===== config.mk =====
export PLATFORM = sky130hd
export DESIGN_NAME = mem_arb_flat
export DESIGN_NICKNAME = d
export VERILOG_FILES = /design/src/rtl/mem_arb_if.sv /design/src/rtl/mem_arb.sv /design/src/flat_wrapper.sv
export SDC_FILE = /design/constraint.sdc
export NUM_CORES = 1
export LEC_CHECK = 0
export ABC_AREA = 1
export BUFFER_PORTS_ARGS = -buffer_cell sky130_fd_sc_hd__buf_2
export CORE_MARGIN = 2
export CORE_UTILIZATION = 39
export DETAILED_ROUTE_END_ITERATION = 8
export PLACE_DENSITY = 0.82
export SLEW_MARGIN = 20
export SYNTH_ARGS = -nofsm -noshare
export SYNTH_HDL_FRONTEND = slang
export SYNTH_SLANG_ARGS = --single-unit

===== constraint.sdc =====
create_clock -name i_clk -period 1.3 [get_ports i_clk]
set_input_delay 0.065 -clock i_clk [delete_from_list [all_inputs] [get_ports i_clk]]
set_output_delay 0.065 -clock i_clk [all_outputs]
set_load 0.005 [all_outputs]

===== src/rtl/mem_arb_if.sv =====
// Requester and memory-port signals of the IFU/LSU memory arbiter, grouped for mem_arb.
// slave is the arbiter's view; master is the view of whatever drives it.
`ifndef CPU_WIDTH
`define CPU_WIDTH 32
`endif

interface mem_arb_if;
    logic                    i_ifu_req;
    logic [`CPU_WIDTH-1:0]   i_ifu_addr;
    logic                    o_ifu_gnt;
    logic                    o_ifu_rvalid;
    logic [`CPU_WIDTH-1:0]   o_ifu_rdata;

    logic                    i_lsu_req;
    logic                    i_lsu_we;
    logic [`CPU_WIDTH-1:0]   i_lsu_addr;
    logic [`CPU_WIDTH-1:0]   i_lsu_wdata;
    logic [3:0]              i_lsu_wmask;
    logic                    o_lsu_gnt;
    logic                    o_lsu_rvalid;
    logic [`CPU_WIDTH-1:0]   o_lsu_rdata;

    logic                    o_mem_req;
    logic                    o_mem_we;
    logic [`CPU_WIDTH-1:0]   o_mem_addr;
    logic [`CPU_WIDTH-1:0]   o_mem_wdata;
    logic [3:0]              o_mem_wmask;
    logic                    i_mem_ready;
    logic                    i_mem_rvalid;
    logic [`CPU_WIDTH-1:0]   i_mem_rdata;

    modport slave (
        input  i_ifu_req, i_ifu_addr,
        input  i_lsu_req, i_lsu_we, i_lsu_addr, i_lsu_wdata, i_lsu_wmask,
        input  i_mem_ready, i_mem_rvalid, i_mem_rdata,
        output o_ifu_gnt, o_ifu_rvalid, o_ifu_rdata,
        output o_lsu_gnt, o_lsu_rvalid, o_lsu_rdata,
        output o_mem_req, o_mem_we, o_mem_addr, o_mem_wdata, o_mem_wmask
    );

    modport master (
        output i_ifu_req, i_ifu_addr,
        output i_lsu_req, i_lsu_we, i_lsu_addr, i_lsu_wdata, i_lsu_wmask,
        output i_mem_ready, i_mem_rvalid, i_mem_rdata,
        input  o_ifu_gnt, o_ifu_rvalid, o_ifu_rdata,
        input  o_lsu_gnt, o_lsu_rvalid, o_lsu_rdata,
        input  o_mem_req, o_mem_we, o_mem_addr, o_mem_wdata, o_mem_wmask
    );
endinterface


===== src/rtl/mem_arb.sv =====
// IFU/LSU arbiter for one shared memory port, one transaction in flight (IDLE -> REQ -> RESP).
// Define MEM_ARB_RR_EN for a round-robin tie-break; default build gives the LSU fixed priority.
`ifndef CPU_WIDTH
`define CPU_WIDTH 32
`endif

module mem_arb (
    input logic      i_clk,
    input logic      i_rst,
    mem_arb_if.slave bus_io
);
    localparam logic [1:0] StIdle = 2'd0;
    localparam logic [1:0] StReq  = 2'd1;
    localparam logic [1:0] StResp = 2'd2;

    localparam logic OwnIfu = 1'b0;
    localparam logic OwnLsu = 1'b1;

    logic [1:0]            state_q, state_d;
    logic                  owner_q, owner_d;
    logic                  we_q, we_d;
    logic [`CPU_WIDTH-1:0] addr_q, addr_d;
    logic [`CPU_WIDTH-1:0] wdata_q, wdata_d;
    logic [3:0]            wmask_q, wmask_d;

    logic lsu_win;
    logic grant;
    logic in_req;
    logic resp_fire;

`ifdef MEM_ARB_RR_EN
    logic last_q, last_d;

    // On a tie the requester that did not own the previous grant wins.
    assign lsu_win = bus_io.i_lsu_req & (~bus_io.i_ifu_req | (last_q == OwnIfu));
    assign last_d  = grant ? lsu_win : last_q;

    always_ff @(posedge i_clk) begin
        if (!i_rst) begin
            last_q <= OwnLsu;
        end else begin
            last_q <= last_d;
        end
    end
`else
    assign lsu_win = bus_io.i_lsu_req;
`endif

    // Reset gates grants and responses so nothing is handed out while i_rst is low.
    assign grant     = (state_q == StIdle) & i_rst & (bus_io.i_ifu_req | bus_io.i_lsu_req);
    assign in_req    = (state_q == StReq);
    assign resp_fire = (state_q == StResp) & i_rst & bus_io.i_mem_rvalid;

    always_comb begin
        state_d = state_q;
        owner_d = owner_q;
        we_d    = we_q;
        addr_d  = addr_q;
        wdata_d = wdata_q;
        wmask_d = wmask_q;
        case (state_q)
            StIdle: begin
                if (grant) begin
                    state_d = StReq;
                    owner_d = lsu_win ? OwnLsu : OwnIfu;
                    we_d    = lsu_win & bus_io.i_lsu_we;
                    addr_d  = lsu_win ? bus_io.i_lsu_addr : bus_io.i_ifu_addr;
                    wdata_d = lsu_win ? bus_io.i_lsu_wdata : '0;
                    wmask_d = lsu_win ? bus_io.i_lsu_wmask : '0;
                end
            end
            StReq: begin
                if (bus_io.i_mem_ready) begin
                    state_d = StResp;
                end
            end
            StResp: begin
                if (bus_io.i_mem_rvalid) begin
                    state_d = StIdle;
                end
            end
            default: state_d = StIdle;
        endcase
    end

    always_ff @(posedge i_clk) begin
        if (!i_rst) begin
            state_q <= StIdle;
            owner_q <= OwnIfu;
            we_q    <= 1'b0;
            addr_q  <= '0;
            wdata_q <= '0;
            wmask_q <= '0;
        end else begin
            state_q <= state_d;
            owner_q <= owner_d;
            we_q    <= we_d;
            addr_q  <= addr_d;
            wdata_q <= wdata_d;
            wmask_q <= wmask_d;
        end
    end

    assign bus_io.o_ifu_gnt = grant & ~lsu_win;
    assign bus_io.o_lsu_gnt = grant & lsu_win;

    assign bus_io.o_ifu_rvalid = resp_fire & (owner_q == OwnIfu);
    assign bus_io.o_lsu_rvalid = resp_fire & (owner_q == OwnLsu);
    assign bus_io.o_ifu_rdata  = bus_io.o_ifu_rvalid ? bus_io.i_mem_rdata : '0;
    assign bus_io.o_lsu_rdata  = bus_io.o_lsu_rvalid ? bus_io.i_mem_rdata : '0;

    // The command is only visible on the memory port while the request is pending.
    assign bus_io.o_mem_req   = in_req;
    assign bus_io.o_mem_we    = in_req & we_q;
    assign bus_io.o_mem_addr  = in_req ? addr_q : '0;
    assign bus_io.o_mem_wdata = in_req ? wdata_q : '0;
    assign bus_io.o_mem_wmask = in_req ? wmask_q : '0;
endmodule


===== src/flat_wrapper.sv =====
// flat-port wrapper written by rule: the top's interface ports become plain ports
module mem_arb_flat 
  (i_clk, i_rst, bus_io_i_ifu_req, bus_io_i_ifu_addr, bus_io_i_lsu_req, bus_io_i_lsu_we, bus_io_i_lsu_addr, bus_io_i_lsu_wdata, bus_io_i_lsu_wmask, bus_io_i_mem_ready, bus_io_i_mem_rvalid, bus_io_i_mem_rdata, bus_io_o_ifu_gnt, bus_io_o_ifu_rvalid, bus_io_o_ifu_rdata, bus_io_o_lsu_gnt, bus_io_o_lsu_rvalid, bus_io_o_lsu_rdata, bus_io_o_mem_req, bus_io_o_mem_we, bus_io_o_mem_addr, bus_io_o_mem_wdata, bus_io_o_mem_wmask);
  mem_arb_if bus_io_i ();
  input logic i_clk;
  input logic i_rst;
  input wire logic [$bits(bus_io_i.i_ifu_req)-1:0] bus_io_i_ifu_req;
  input wire logic [$bits(bus_io_i.i_ifu_addr)-1:0] bus_io_i_ifu_addr;
  input wire logic [$bits(bus_io_i.i_lsu_req)-1:0] bus_io_i_lsu_req;
  input wire logic [$bits(bus_io_i.i_lsu_we)-1:0] bus_io_i_lsu_we;
  input wire logic [$bits(bus_io_i.i_lsu_addr)-1:0] bus_io_i_lsu_addr;
  input wire logic [$bits(bus_io_i.i_lsu_wdata)-1:0] bus_io_i_lsu_wdata;
  input wire logic [$bits(bus_io_i.i_lsu_wmask)-1:0] bus_io_i_lsu_wmask;
  input wire logic [$bits(bus_io_i.i_mem_ready)-1:0] bus_io_i_mem_ready;
  input wire logic [$bits(bus_io_i.i_mem_rvalid)-1:0] bus_io_i_mem_rvalid;
  input wire logic [$bits(bus_io_i.i_mem_rdata)-1:0] bus_io_i_mem_rdata;
  output wire logic [$bits(bus_io_i.o_ifu_gnt)-1:0] bus_io_o_ifu_gnt;
  output wire logic [$bits(bus_io_i.o_ifu_rvalid)-1:0] bus_io_o_ifu_rvalid;
  output wire logic [$bits(bus_io_i.o_ifu_rdata)-1:0] bus_io_o_ifu_rdata;
  output wire logic [$bits(bus_io_i.o_lsu_gnt)-1:0] bus_io_o_lsu_gnt;
  output wire logic [$bits(bus_io_i.o_lsu_rvalid)-1:0] bus_io_o_lsu_rvalid;
  output wire logic [$bits(bus_io_i.o_lsu_rdata)-1:0] bus_io_o_lsu_rdata;
  output wire logic [$bits(bus_io_i.o_mem_req)-1:0] bus_io_o_mem_req;
  output wire logic [$bits(bus_io_i.o_mem_we)-1:0] bus_io_o_mem_we;
  output wire logic [$bits(bus_io_i.o_mem_addr)-1:0] bus_io_o_mem_addr;
  output wire logic [$bits(bus_io_i.o_mem_wdata)-1:0] bus_io_o_mem_wdata;
  output wire logic [$bits(bus_io_i.o_mem_wmask)-1:0] bus_io_o_mem_wmask;
  assign bus_io_i.i_ifu_req = bus_io_i_ifu_req;
  assign bus_io_i.i_ifu_addr = bus_io_i_ifu_addr;
  assign bus_io_i.i_lsu_req = bus_io_i_lsu_req;
  assign bus_io_i.i_lsu_we = bus_io_i_lsu_we;
  assign bus_io_i.i_lsu_addr = bus_io_i_lsu_addr;
  assign bus_io_i.i_lsu_wdata = bus_io_i_lsu_wdata;
  assign bus_io_i.i_lsu_wmask = bus_io_i_lsu_wmask;
  assign bus_io_i.i_mem_ready = bus_io_i_mem_ready;
  assign bus_io_i.i_mem_rvalid = bus_io_i_mem_rvalid;
  assign bus_io_i.i_mem_rdata = bus_io_i_mem_rdata;
  assign bus_io_o_ifu_gnt = bus_io_i.o_ifu_gnt;
  assign bus_io_o_ifu_rvalid = bus_io_i.o_ifu_rvalid;
  assign bus_io_o_ifu_rdata = bus_io_i.o_ifu_rdata;
  assign bus_io_o_lsu_gnt = bus_io_i.o_lsu_gnt;
  assign bus_io_o_lsu_rvalid = bus_io_i.o_lsu_rvalid;
  assign bus_io_o_lsu_rdata = bus_io_i.o_lsu_rdata;
  assign bus_io_o_mem_req = bus_io_i.o_mem_req;
  assign bus_io_o_mem_we = bus_io_i.o_mem_we;
  assign bus_io_o_mem_addr = bus_io_i.o_mem_addr;
  assign bus_io_o_mem_wdata = bus_io_i.o_mem_wdata;
  assign bus_io_o_mem_wmask = bus_io_i.o_mem_wmask;
  mem_arb u_core (.i_clk(i_clk), .i_rst(i_rst), .bus_io(bus_io_i));
endmodule

==> metrics.txt, run 1 <==
status finished, violations left; failing checks negative setup slack; core area 10700 µm²; CTS tree done; Synth area leader dfxtp_1; clk sinks 72; R2R Path End u_core.wdata_q[22]$_SDFFE_PN0P_; top cell type's share of synthesized area 0.339; Multi-input gate area 2750 µm²; Synth Net Count 903; Setup Skew 11.6 ps; Detailed Routing Iterations Pass 1 4; fillers 942; Worst setup SP type flop; Via density 4.75; Initial DRC Count 323; Peak supply drop 0.821 mV; syn_area_per_cell 5.57 µm²; Peak Freq 644 MHz; share of post-route cells with drive strength above 1 0.457; Leakage 0.00405 µW; # IOs 277; routed vias 5645; Least-Margin Pin Slew 470 ps; maxcap violations 0; Nets 1182; htree depth 3; Worst Hold Launch bus_io_i_mem_rvalid; fin worst setup slack -253 ps; DRC 0; WS Path Type reg -> out; Die W 108 µm; antenna violations before repair 1; Initial Util 0.396; Cells after Synth 764; RSZ-0062 raised after global routing true; pwr dens 888 nW/µm²; port bufs 276; RR Startpoint u_core.state_q[1]$_SDFFE_PN0P_; Clock Path Buffers 2; TritonCTS Buffers 9; CP endpoint kind primary output; Worst-path clk slew 70 ps; GR Overflow Total 0; die area 11800 µm²; final hold vios 0; worst reg-to-reg path cell count 8; top post-synthesis cells by area dfxtp_1 (34%), nand2_1 (18%), inv_1 (13%), nor2_1 (12%), a21oi_1 (8.4%); clock latency on the worst-skew pair 330 ps; Area Overhead vs Synth 71.6%; vias in the first global route 4786; CP Max Fanout 5; Min-Delay Path Depth 4; Data required, critical path 1240 ps; hold worst-path end u_core.state_q[1]$_SDFFE_PN0P_; post-synthesis sequential area ratio 0.339; setup TNS -28020 ps; Final period util 1.19; #FFs+latches synth 72; Distinct cells, synth 14; number of routed nets with antenna violations 0; fin. max-slew vios 0; largest net degree at the start of global routing 73; Worst R2R Setup Slack -160 ps; Hold WC Path Type in -> reg; worst-case headroom to the max-slew limit 0.687; overall global routing resource usage 0.234; WL final 17.0 mm; CTS root buffer clkbuf_8; yosys warns 0; count of final setup violators 208; register area 1450 µm²; worst slack, placed 75.2 ps; die height 108 µm; Worst Setup SP u_core.state_q[0]$_SDFFE_PN0P_; first-pass GRT wire length 22.0 mm; GP Congestion 0.811; cell area after synthesis 4250 µm²; Std-Cell Rows 38; HPWL Detailed 9.97 mm; WL per Instance 14.3 µm; Worst Path Arrival 1490 ps; Final Critical Period 1550 ps
kinds of logic after synthesis:
group / Yosys count / share of synthesized area
flip-flops: 72 / 0.339
AO/OA/AOI/OAI: 72 / 0.0853
buffers and inverters: 202 / 0.182
AND/OR/NAND/NOR: 418 / 0.394
cells in the final DEF, fill, tap and decap left out, drive strengths merged:
cell type / count
dlygate4sd3: 1
clkbuf: 22
inv: 150
dfxtp: 72
buf: 309
diode: 1
o31ai: 1
nand3: 72
nor2: 138
nand2: 206
clkinv: 1
bufbuf: 1
nand4: 2
bufinv: 2
a21oi: 71
cells in the mapped netlist, drive strengths merged:
library cell	instances
nand2	206
inv	150
nor2	138
dfxtp	72
nand3	72
a21oi	71
clkbuf	33
buf	19
nand4	2
o31ai	1
worst max-delay path, stage by stage (launching register included):
cell and delay, ps:
dfxtp_4 380, inv_2 50, nor2_4 110, inv_4 90, bufbuf_16 270, nor2_1 110, buf_2 150
report_power, final:
group | leakage [µW] | internal, µW | total (µW) | switching, µW
Clock | 0.000108 | 1140 | 1960 | 825
Combinational | 0.00336 | 959 | 2070 | 1110
Sequential | 0.000587 | 2330 | 2450 | 120
cell type report:
type	count	share of cell area
multi-input cells	490	0.377
diodes	1	0.000343
well taps	140	0.0240
inverters	150	0.0775
clock inverters	3	0.00891
clock buffers	13	0.0204
flip-flops and latches	72	0.199
repair buffers	320	0.294
per-layer routing:
| metal | global-route usage | share of wire | up-vias |
|---|---|---|---|
| met5 | 0 | 0 | - |
| met4 | 0.118 | 0.041 | 0 |
| met3 | 0.0380 | 0.063 | 45 |
| met2 | 0.438 | 0.51 | 256 |
| met1 | 0.252 | 0.38 | 2531 |
| li1 | - | - | 2813 |
metrics by stage:
stage | total power (µW) | instance area, µm² | utilization | std cells | hold slack (ps)
6_report | 6480 | 7300 | 0.679 | 1189 | 26.5
5_1_grt | 6770 | 7300 | 0.679 | 1189 | 41.0
4_1_cts | 5920 | 6270 | 0.584 | 1169 | 2.29
3_5_place_dp | 3750 | 5850 | 0.545 | 1144 | 287
3_3_place_gp | 3750 | 5850 | 0.545 | 1144 | 287
2_1_floorplan | 3150 | 4250 | - | 764 | 168
worst max-delay path by stage:
stage	end	slack, ps	cells after the start
6_report	bus_io_o_mem_addr[23]	-250	6
4_1_cts	bus_io_o_mem_addr[23]	-210	6
2_1_floorplan	u_core.addr_q[27]$_SDFFE_PN0P_	120	5
3_5_place_dp	bus_io_o_ifu_rdata[28]	80	6
3_3_place_gp	bus_io_o_mem_wdata[12]	60	6
5_1_grt	bus_io_o_mem_addr[23]	-340	6
state kept, by name, summed over array words and instances, names as in the netlist:
signal and flops:
u_core.owner_q 1, u_core.wmask_q 4, u_core.state_q 2, u_core.wdata_q 32, u_core.addr_q 32, u_core.we_q 1
repair_timing:
action | CTS | global route
setup buffers | 5 | 6
endpoints found under the setup margin | 137 | 207
resized for setup | 21 | 197
pin swaps | 1 | 55
hold buffers | 1 | 0
hold endpoints to repair | 2 | 0
gates cloned | 3 | 15
No activity file was read; power rests on OpenSTA's default activity.
==> run 2, diff against run 1 <==
==> constraint.sdc (replaced) <==
create_clock -name i_clk -period 1.3 [get_ports i_clk]
set_input_delay 0.26 -clock i_clk [delete_from_list [all_inputs] [get_ports i_clk]]
set_output_delay 0.26 -clock i_clk [all_outputs]
set_load 0.005 [all_outputs]
==> run 2 against run 1 <==
The run still ends with negative setup slack left. Register-to-register slack got worse by 70 ps. Power fell by 13%. Global-route usage fell by 0.42 points. Worst hold slack improved by 120 ps. Largest power group unchanged. Highest routed layer unchanged.
==> metrics.txt, run 2 (synthesis results as in run 1) <==
count of final setup violators 209 (+0.48%); fin. max-slew vios 0 (unchanged); die height 108 µm (unchanged); RSZ-0062 raised after global routing true; Nets 1174 (-0.68%); pwr dens 856 nW/µm² (-3.6%); net switching power 1760 µW (-15%); CP endpoint kind primary output; CP top delay family buffers and inverters; most frequent cells in the layout buf_2 (271), nand2_1 (206), inv_1 (144); register area 1450 µm² (-0.17%); Worst-path clk slew 70 ps (about the same); clk sinks 72 (unchanged); switching share of power 0.312 (-0.00519); DRC 0 (unchanged); sequential share of power 0.425 (+0.047); TritonCTS Buffers 9 (unchanged); CTS root buffer clkbuf_8; GP Congestion 0.795 (-2.0%); CTS tree done; cell internal pwr 3870 µW (-12%); hold buffers post-CTS 0 (-1); setup TNS -63070 ps (-35040 ps); Clock Path Buffers 2 (unchanged); Area Overhead vs Synth 54.6%; number of routed nets with antenna violations 0 (unchanged); port bufs 276 (unchanged); Setup Skew 11.8 ps (+0.117 ps); Detailed Routing Iterations Pass 1 5 (+1); WS Path Type reg -> out; routed vias 5522 (-2.2%); Pwr Total 5630 µW (-13%); failing checks negative setup slack; Peak supply drop 0.566 mV (-31%); Peak Freq 579 MHz (-10%); largest net degree at the start of global routing 73 (unchanged); GR Overflow Total 0 (unchanged); Comb pwr share 0.275 (-0.045); WL final 15.0 mm (-11%); Clk pwr share 0.300 (-0.003); overall global routing resource usage 0.230 (-0.00419); Worst Path Arrival 1470 ps (-20 ps); fin worst setup slack -426 ps (-174 ps); WL per Instance 12.7 µm (-11%); Via density 4.67 (-1.6%); # IOs 277 (unchanged); status finished, violations left; fillers 1066 (+13%); maxcap violations 0 (unchanged); CP Max Fanout 8 (+3); largest registers u_core.addr_q x32, u_core.wdata_q x32, u_core.wmask_q x4; antenna violations before repair 2 (+1); final hold vios 0 (unchanged); Die W 108 µm (unchanged); HPWL Detailed 10.3 mm (+3.0%); commonest non-fill, non-tap cell in the layout buf_2; Multi-input gate area 2270 µm² (-17%); Placed Cells 1152 (+0.70%); CP dominant cell by count nor2_4; worst-case headroom to the max-slew limit 0.785 (+0.0988); CP max stage cell dfxtp_4; Initial DRC Count 355 (+9.9%); Worst R2R Setup Slack -230 ps (-70 ps); Worst setup SP type flop; Initial Util 0.396 (unchanged); clock latency on the worst-skew pair 330 ps (about the same); htree depth 3 (unchanged); vias in the first global route 4722 (-1.3%); Hold WC Path Type in -> reg; first-pass GRT wire length 21.5 mm (-2.2%); share of post-route cells with drive strength above 1 0.370 (-0.0869); core area 10700 µm² (unchanged); Leakage 0.00365 µW (-9.8%); sequence of cells on the critical path nor2_4, nand4_1, buf_6, buf_16, nor2_4, buf_2; Final period util 1.33 (+0.134); die area 11800 µm² (unchanged); Std-Cell Rows 38 (unchanged); Finished Layout Cells 1182 (-0.59%); Data required, critical path 1040 ps (-200 ps); Least-Margin Pin Slew 322 ps (-148 ps); CP peak stage delay 360 ps (-20 ps); Crit path buffers/inverters 3 (-1); Final Critical Period 1730 ps (+174 ps)
run 2: changes by cell type in the layout (fill, tap and decap cells not counted), sizes merged:
cell         delta
dlygate4sd3     -1
bufbuf          -1
diode           +1
clkinv          +2
clkbuf          -8
bufinv          -1
buf             +1
run 2: worst reg2reg max path: stages (launching register included):
cell and delay, ps:
dfxtp_2 320, buf_4 140, buf_4 130, nor2_4 150
buf_4 150, nand3_2 130, buf_12 210, nand2_1 120
a21oi_1 60
run 2: path summary, 6_finish.rpt:
check / cells after the start / start / end
setup / recovery: 6 / u_core.state_q[0]$_SDFFE_PN0P_ / bus_io_o_lsu_rdata[11]
hold / removal: 2 / bus_io_i_mem_ready / u_core.state_q[0]$_SDFFE_PN0P_
setup reg to reg: 8 / u_core.state_q[1]$_SDFFE_PN0P_ / u_core.wdata_q[27]$_SDFFE_PN0P_
hold reg to reg: 2 / u_core.wdata_q[21]$_SDFFE_PN0P_ / u_core.wdata_q[21]$_SDFFE_PN0P_
run 2: what timing repair did:
| action | in CTS | in global routing |
|---|---|---|
| endpoints found under the setup margin | 186 | 209 |
| resized for setup | 44 | 46 |
| cloned | 3 | 3 |
| setup buffers | 6 | 1 |
| pin swaps | 4 | 4 |
run 2: stage by stage:
stage	util	worst slack, ps	hold WS [ps]	instance area [µm²]
floorplan	-	-12.1	363	4250
global placement	0.553	-47.9	451	5940
detailed placement	0.553	-91.5	454	5940
CTS	0.592	-433	131	6360
global route	0.612	-524	129	6580
finish	0.612	-426	147	6580
run 2: power groups by stage:
stage	registers [µW]	clock network, µW	logic, µW
after CTS	2390	1750	1430
final	2390	1690	1550
after detailed placement	2440	0	1350
after global placement	2430	0	1340
after floorplan	2420	0	731
after global routing	2400	1840	1710
run 2: routing by layer:
layer  part of all wire  GRT usage  vias to the layer above  wire length (µm)
met5                  0          0                        -                 0
met2               0.53      0.441                      219              8000
met1               0.38      0.240                     2479              5680
met4              0.027      0.109                        0               411
li1                   -          -                     2794                 -
met3              0.062     0.0410                       30               930
run 2: layout make-up:
cell class | count | share of cell area
multi-input cells | 490 | 0.346
repair buffers | 312 | 0.293
flip-flops and latches | 72 | 0.220
inverters | 150 | 0.0864
well taps | 140 | 0.0266
clock buffers | 12 | 0.0205
clock inverters | 4 | 0.00685
diodes | 2 | 0.000761
==> run 3, diff against run 2 <==
Settings changed: TNS_END_PERCENT set to 5.
==> run 3 against run 2 <==
The run still ends with negative setup slack left. Clock power about the same. Clock skew increased by 1.3 ps. Register-to-register slack gained 70 ps. Combinational power shrank 8%. Wire length grew 0.21%. Worst hold slack better by 3.0 ps. First-iteration DRC count grew 2.0%. Worst setup slack got worse by 67 ps. Non-clock buffer count fell by 4. Highest routed layer unchanged.
==> metrics.txt, run 3 (synthesis results as in run 1) <==
Worst Hold Launch bus_io_i_mem_ready; WS Path Type reg -> out; CP max stage cell dfxtp_2; Die W 108 µm (unchanged); Clock Path Buffers 2 (unchanged); Placed Cells 1152 (unchanged); Least-Margin Pin Slew 337 ps (+14.6 ps); Crit path buffers/inverters 4 (+1); htree depth 3 (unchanged); DRC 0 (unchanged); CP Max Fanout 33 (+25); die area 11800 µm² (unchanged); fin. max-slew vios 0 (unchanged); RR Startpoint u_core.state_q[1]$_SDFFE_PN0P_; first-pass GRT wire length 21.4 mm (-0.74%); Peak supply drop 0.465 mV (-18%); Via density 4.66 (-0.26%); vias in the first global route 4720 (-0.042%); worst-case headroom to the max-slew limit 0.776 (-0.00975); GR Overflow Total 0 (unchanged); worst reg-to-reg path cell count 7 (-1); overall global routing resource usage 0.228 (-0.00202); Worst R2R Setup Slack -160 ps (+70 ps); sequence of cells on the critical path inv_2, nor2_4, buf_4, nand4_1, buf_12, nor2_1, buf_2; Std-Cell Rows 38 (unchanged); Hold WC Path Type in -> reg; HPWL Detailed 10.3 mm (unchanged); Area Overhead vs Synth 52.5%; status finished, violations left; Setup Skew 13.1 ps (+1.35 ps); most frequent cells in the layout buf_2 (273), nand2_1 (206), inv_1 (146); Nets 1170 (-0.34%); core area 10700 µm² (unchanged); hold buffers post-CTS 0 (unchanged); WL final 15.1 mm (+0.21%); share of post-route cells with drive strength above 1 0.367 (-0.00340); count of final setup violators 209 (unchanged); clock latency on the worst-skew pair 330 ps (about the same); CP top delay family buffers and inverters; WL per Instance 12.8 µm (+0.55%); Detailed Routing Iterations Pass 1 5 (unchanged); fin worst setup slack -493 ps (-67.0 ps); fillers 1083 (+1.6%); largest registers u_core.addr_q x32, u_core.wdata_q x32, u_core.wmask_q x4; Initial Util 0.396 (unchanged); port bufs 276 (unchanged); clk sinks 72 (unchanged); Finished Layout Cells 1178 (-0.34%); TritonCTS Buffers 9 (unchanged); setup TNS -58300 ps (+4770 ps); failing checks negative setup slack; Initial DRC Count 362 (+2.0%); Worst Path Arrival 1530 ps (+60 ps); commonest non-fill, non-tap cell in the layout buf_2; hold worst-path end u_core.state_q[0]$_SDFFE_PN0P_; CTS root buffer clkbuf_8; Data required, critical path 1040 ps (about the same); Worst-path clk slew 70 ps (about the same); CP peak stage delay 330 ps (-30 ps); Leakage 0.00363 µW (-0.60%); R2R Path End u_core.wdata_q[27]$_SDFFE_PN0P_; # IOs 277 (unchanged); Min-Delay Path Depth 2 (unchanged); GP Congestion 0.795 (unchanged); maxcap violations 0 (unchanged); final hold vios 0 (unchanged); Final Critical Period 1790 ps (+67.0 ps); die height 108 µm (unchanged); CTS tree done; RSZ-0062 raised after global routing true; pwr dens 848 nW/µm² (-0.96%); Worst setup SP type flop; Peak Freq 558 MHz (-3.7%); largest net degree at the start of global routing 73 (unchanged); number of routed nets with antenna violations 0 (unchanged); Final period util 1.38 (+0.0515); antenna violations before repair 2 (unchanged); routed vias 5489 (-0.60%); CP endpoint kind primary output; WHS 150 ps (+3.04 ps)
==> run 3: cell count changes in the layout (fill, tap and decap cells not counted), sizes merged <==
cell and delta:
buf -3, clkbuf -1
==> run 3: report_power, final <==
group	internal [µW]	switching, µW	total (µW)
logic	586	834	1420
clock network	881	806	1690
registers	2330	63.7	2390
==> run 3: area by class of cell <==
| class | count | area [µm²] | share of cell area |
|---|---|---|---|
| antenna | 2 | 5.00 | 0.000772 |
| clock buffer | 12 | 135 | 0.0208 |
| clock inverter | 4 | 45.0 | 0.00694 |
| inverter | 150 | 566 | 0.0872 |
| multi-input combinational | 490 | 2240 | 0.345 |
| sequential | 72 | 1440 | 0.223 |
| tap | 140 | 175 | 0.0270 |
| timing repair buffer | 308 | 1880 | 0.290 |
==> run 3: routing by layer <==
| metal | wire length (µm) | track usage |
|---|---|---|
| met5 | 0 | 0 |
| met4 | 420 | 0.111 |
| met3 | 992 | 0.0416 |
| met2 | 8000 | 0.433 |
| met1 | 5640 | 0.239 |
==> run 3: how the worst max path moves through the flow <==
stage / start / endpoint / slack (ps) / cells past startpoint
floorplan: u_core.state_q[1]$_SDFFE_PN0P_ / bus_io_o_ifu_rdata[22] / -10 / 5
global placement: u_core.state_q[1]$_SDFFE_PN0P_ / bus_io_o_lsu_rdata[4] / -50 / 6
detailed placement: u_core.state_q[1]$_SDFFE_PN0P_ / bus_io_o_lsu_rdata[4] / -90 / 6
CTS: u_core.state_q[1]$_SDFFE_PN0P_ / bus_io_o_lsu_rdata[7] / -430 / 7
global route: u_core.state_q[1]$_SDFFE_PN0P_ / bus_io_o_ifu_rdata[10] / -630 / 7
finish: u_core.state_q[1]$_SDFFE_PN0P_ / bus_io_o_ifu_rdata[25] / -490 / 7
==> run 3: worst reg2reg max path, delay by kind of cell (launching register included) <==
kind            cells  cell delay, ps
simple gates        3             480
compound gates      1              60
buf+inv             3             490
flops               1             320
==> run 3: repair_timing <==
action / CTS / global route
setup buffers: 3 / 1
cloned: 3 / 1
gates resized for setup: 30 / 47
setup endpoints to repair: 186 / 209
pin swaps: 3 / 2
==> run 3: through the flow <==
step	total power (µW)	utilization	setup WS (ps)	instance area, µm²
after floorplan	3150	-	-12.1	4250
after global placement	3770	0.553	-47.9	5940
after detailed placement	3790	0.553	-91.5	5940
after CTS	5520	0.587	-433	6300
after global routing	5820	0.604	-626	6490
final	5500	0.604	-493	6490
